File: src/rtl/demux_nbit_1to4_reg.sv
// Registered 1-to-4 stream demultiplexer: each accepted word lands in the
// one-entry holding register of the channel picked by in_sel.
module demux_nbit_1to4_reg #(
    parameter int N = 1
) (
    input  logic         clk,
    input  logic         rst,
    input  logic [1:0]   in_sel,
    input  logic [N-1:0] in_data,
    input  logic         in_valid,
    output logic         in_ready,
    output logic [N-1:0] out_data_a,
    output logic [N-1:0] out_data_b,
    output logic [N-1:0] out_data_c,
    output logic [N-1:0] out_data_d,
    output logic [3:0]   out_valid,
    input  logic [3:0]   out_ready,
    output logic         busy
);

    logic [N-1:0] data_q [4];
    logic [N-1:0] data_d [4];
    logic [3:0]   valid_q;
    logic [3:0]   valid_d;
    logic         accept;

    // A full target channel can still take a word if its consumer drains it
    // in the same cycle, giving full-rate pass-through.
    assign in_ready = !rst && (!valid_q[in_sel] || out_ready[in_sel]);
    assign accept   = in_valid && in_ready;

    genvar gi;
    generate
        for (gi = 0; gi < 4; gi++) begin : g_chan
            logic load;
            logic drain;

            assign load  = accept && (in_sel == 2'(gi));
            assign drain = valid_q[gi] && out_ready[gi];

            assign valid_d[gi] = load || (valid_q[gi] && !drain);
            assign data_d[gi]  = load ? in_data : data_q[gi];
        end
    endgenerate

    always_ff @(posedge clk) begin
        if (rst) begin
            valid_q <= '0;
            for (int i = 0; i < 4; i++) begin
                data_q[i] <= '0;
            end
        end else begin
            valid_q <= valid_d;
            for (int i = 0; i < 4; i++) begin
                data_q[i] <= data_d[i];
            end
        end
    end

    assign out_data_a = data_q[0];
    assign out_data_b = data_q[1];
    assign out_data_c = data_q[2];
    assign out_data_d = data_q[3];
    assign out_valid  = valid_q;
    assign busy       = |valid_q;

endmodule

File: config.mk
export PLATFORM = sky130hd
export DESIGN_NAME = demux_nbit_1to4_reg
export DESIGN_NICKNAME = d
export VERILOG_FILES = /design/src/rtl/demux_nbit_1to4_reg.sv
export SDC_FILE = /design/constraint.sdc
export NUM_CORES = 1
export LEC_CHECK = 0
export CAP_MARGIN = 10
export CELL_PAD_IN_SITES_DETAIL_PLACEMENT = 0
export CELL_PAD_IN_SITES_GLOBAL_PLACEMENT = 1
export CORE_UTILIZATION = 27
export DETAILED_ROUTE_END_ITERATION = 8
export PLACE_DENSITY_LB_ADDON = 0.1
export SLEW_MARGIN = 5
export SYNTH_ARGS = -nofsm -noshare
export SYNTH_HDL_FRONTEND = slang
export SYNTH_SLANG_ARGS = --single-unit
File: constraint.sdc
create_clock -name clk -period 1.79 [get_ports clk]
set_input_delay 0.4475 -clock clk [delete_from_list [all_inputs] [get_ports clk]]
set_output_delay 0.4475 -clock clk [all_outputs]
set_load 0.02 [all_outputs]
# Word-level counts from Yosys, hierarchy flattened
# Memories as Yosys holds them, arrays and structs flattened.
# Cells that the tools add are included.
word_totals:
  ramBits: 4
  ff_bits: 4
  memories: 1
classes:
  magnitude_cmp: 1
  n_reduce_logical: 27
  bitwise_logic: 4
  eq_ne: 3
  n_mux: 15
mem_list:
  columns: ["memory", "depth", "word_bits", "rd", "rd_clocked_by_memory_dff", "write_ports", "line", "source"]
  rows:
  - ["data_q", 4, 1, 4, 0, 4, "21", "logic [N-1:0] data_q [4];"]
ops:
  columns: ["op", "n"]
  rows:
  - ["1-bit logical AND", 14]
  - ["1-bit 2-to-1 mux", 13]
  - ["1-bit zero test", 6]
  - ["1-bit logical OR", 5]
  - ["1-bit binary-select mux with 2-bit select", 2]
  - ["2-bit == test (second input constant)", 2]
  - ["1-bit bitwise OR", 4]
  - ["4-bit OR reduction", 1]
  - ["2-bit by 3-bit less-than comparator with 1-bit output (second input constant)", 1]
  - ["2-bit by 1-bit == test with 1-bit output (second input constant)", 1]
  - ["2-bit zero test", 1]

# Longest topological paths before layout
depth:
  ltp_word: 9
  ltp_mapped: 3
  ltp_nobuf: 3

# Worst setup path before layout
# No wires, ideal clock.
synth_path:
  kind: "input to output"
  startpoint: "in out_ready[1]"
  endpoint: "out in_ready"
  cell_stages: 3
  path_buffers: 0
  t_arrival_ns: 1.190
  path_slack_ns: 0.152
  required_time_ns: 1.342
  path_cell_list: "nand2b_1 mux4_2 nor2b_4"
synth_via:
  elab_chain_len: 4
synth_lines:
  columns: ["element", "line", "source"]
  rows:
  - ["from (decl)", "17", "input logic [3:0] out_ready,"]
  - ["1-bit binary-select mux with 2-bit select", "29", "assign in_ready = !rst && (!valid_q[in_sel] || out_ready[in_sel]);"]
  - ["1-bit 2-to-1 mux (implied by the code)", "29", null]
  - ["1-bit logical OR", "29", null]
  - ["1-bit logical AND", "29", null]
  - ["to (decl)", "11", "output logic in_ready,"]
# No other way between the ends. The select of a mux whose other input is x is not followed.

# Final worst setup path
layout_path:
  startpoint: "in out_ready[3]"
  endpoint: "out in_ready"
# Same word-level chain as after synthesis.

==> results.md <==
* Netlist cell types at 13
* Power share of the clock group at 0.315
* Status: finished with violations
* CP Launch Type: primary input
* Starting Density at 0.296
* H-tree depth at 1
* Nature of the critical path endpoint: output port
* Setup slack after layout at -43.1 ps
* Hold path endpoint: data_q[0]$_SDFFE_PP0P_
* Via count at 397
* Worst slew margin at 0.851
* Cell Int Power at 0.328 mW
* # IOs at 20
* Synth Area in Adders at 0
* Most instantiated library cell after synthesis: nand2b_1
* Peak VDD IR at 0.391 mV
* Synth area leader: dfxtp_1
* 1st-pass router iterations at 4
* # diodes at 0
* FF-to-FF path depth at 6
* Initial antenna violation count at 0
* Reg-to-reg slack, setup at 680 ps
* FF-to-FF End: data_q[3]$_SDFFE_PP0P_
* Worst hold-check path type: reg -> reg
* Fillcell total at 131
* Worst Path Arrival at 1390 ps
* Final hold violations at 0
* RSZ-0062 raised after global routing: yes
* Total Nets Final at 85
* P_sw at 0.106 mW
* 1st-iter DRT viols at 6
* Register area share after synthesis at 0.405
* Sequential Power Share at 0.440
* Final Max Tran Viols at 0
* Sink Count at 8
* Die area at 1620 um2
* Clock skew at 0.111 ps
* Share of layout cells above drive strength 1 at 0.507
* Clk_lat worst skew at 250 ps
* Number of synthesized flops with an enable pin at 0
* Synth top area share at 0.405
* CTS root buffer: clkbuf_4
* Final period util at 1.02
* P_leak at 0.374 nW
* GRT Residual Overflow at 0
* Number of global-route vias before repair at 393
* Logic gate share of total power at 0.245
* Synth Area in Simple Gates at 0.377
* Yosys warns at 0
* Reg-to-reg startpoint: out_valid[3]$_SDFF_PP0_
* Hold_sp: data_q[0]$_SDFFE_PP0P_
* Xor/xnor share of the synthesized area at 0
* Ys async rst share at 0
* Compound-Gate Fraction of Synth Area at 0.0506
* Period minus WS final at 1830 ps
* Vias per cell at 4.51
* Final antenna-violating net count at 0
* Pin count of the biggest net entering global routing at 10
* Routability cong. at 0.663
* # DRC at 0
* Required time of the critical path at 1340 ps
* Worst setup path start: out_ready[3]
* Critical path type: in -> out
* Final WL at 1.07 mm
* CTS tree: yes
* Mapped Cells at 37
* Area grow syn2layout at 91.5%
* Maximum clock path buffer count at 2
* Critical-path maximum fanout at 2
* Failing checks: negative setup slack
* Syn_area_per_cell at 10.7 um2
* Global-route wire length before repair at 1.62 mm
* Post-DR wirelength/cell at 12.2 um
* DP Cell Count at 81
* GRT Overall Usage at 0.158
* Post-Syn Nets at 47
* Mux cell area share after synthesis at 0.158
* Hpwl dp at 816 um
* Final setup vio count at 2
* Placeable Area at 1330 um2
* Post-synth top cells: nand2b_1, dfxtp_1, a21oi_1, mux2i_1
* Post-synthesis cell area at 395 um2
* Max Freq at 546 MHz
* Chip width at 40.3 um
* Power per cell area at 573 nW/um2
* Worst-path clk slew at 60 ps
* Layout Cells excl Fill at 88
* Worst-Margin Slew at 222 ps
* Hold depth at 2
* Top FF cell, synth: dfxtp_1
* Largest family of logic cells by synthesized area: simple AND/OR/NAND/NOR gates
* CTS Buf Count at 3
* Die Ht at 40.3 um
* Yosys reg bits at 8
* Max-cap violations at 0
* Net Sw Frac at 0.244
* # rows at 13
* Port buffer count at 19
* Setup TNS at -65.4 ps
* Synth top area cells: dfxtp_1, nand2b_1, mux2i_1
-- layout make-up --
class | instances | area, um2 | share of cell area
multi-input combinational | 28 | 250 | 0.331
timing repair buffer | 34 | 300 | 0.397
tap | 15 | 18.8 | 0.0248
clock buffer | 3 | 22.5 | 0.0298
sequential | 8 | 165 | 0.218
-- power groups by stage --
| stage | Combinational (mW) | Clock, mW | Sequential [mW] |
|---|---|---|---|
| 6_report | 0.106 | 0.137 | 0.191 |
| 2_1_floorplan | 0.0331 | 0 | 0.201 |
| 4_1_cts | 0.106 | 0.143 | 0.191 |
| 3_3_place_gp | 0.0987 | 0 | 0.192 |
| 3_5_place_dp | 0.101 | 0 | 0.193 |
| 5_1_grt | 0.114 | 0.155 | 0.191 |
-- what timing repair did --
| action | CTS | global route |
|---|---|---|
| pin swaps | 1 | 1 |
| hold buffers | 0 | 0 |
| cloned | 0 | 0 |
| buffers inserted | 3 | 1 |
| hold endpoints to repair | 0 | 0 |
| gates resized for setup | 39 | 3 |
| endpoints found under the setup margin | 4 | 5 |
-- critical path, cell delays in order --
cell and delay (ps):
buf_6 90, nand2b_4 130, mux4_2 460, nor2b_4 140, buf_6 120
-- how the worst max path moves through the flow --
stage | endpoint | slack, ps | cells past startpoint
2_1_floorplan | in_ready | 150 | 3
3_3_place_gp | in_ready | -810 | 4
3_5_place_dp | in_ready | -850 | 4
4_1_cts | in_ready | -50 | 4
5_1_grt | in_ready | -90 | 4
6_report | in_ready | -40 | 5
-- cell families (layout without fill, tap and decap cells) --
logic type	Yosys count	after routing
and+or+nand+nor	19	19
muxes	5	5
DFF	8	8
buffers and inverters	1	37
AOI/OAI and AO/OA	4	4
-- cells in the final DEF, fill, tap and decap left out --
master,netlist,layout
nand2b_1,10,8
buf_4,0,14
buf_2,0,3
dlygate4sd2_1,0,1
nand3b_1,2,2
or3b_1,1,1
nor2b_4,1,1
buf_6,0,5
nand3_1,1,1
dfxtp_1,8,4
dlymetal6s2s_1,0,2
mux2i_1,4,4
clkbuf_4,0,3
mux4_2,1,1
a21oi_1,4,4
or4_4,0,1
clkdlybuf4s50_1,0,9
nand2b_4,2,4
nor2b_2,1,1
dfxtp_2,0,4
-- state kept, by name, indices dropped and copies added, names as in the netlist --
| signal | flops |
|---|---|
| out_valid | 4 |
| data_q | 4 |
-- per-layer routing --
layer  share of wire  track usage  routed length (um)  vias to the layer above
met4               0       0.0750                   0                        0
met5               0            0                   0                        -
met2            0.55        0.290                 586                       15
met3           0.065       0.0389                  70                        0
met1            0.39        0.165                 414                      179
li1                -            -                   -                      203
-- stage by stage --
step	total power [mW]	utilization	instance area [um2]	worst slack [ps]	hold WS, ps
2_1_floorplan	0.234	-	395	152	547
3_3_place_gp	0.291	0.512	683	-813	460
3_5_place_dp	0.294	0.512	683	-850	480
4_1_cts	0.440	0.555	741	-46.6	485
5_1_grt	0.460	0.568	757	-91.4	507
6_report	0.434	0.568	757	-43.1	483
(Power assumes the default switching activity.)
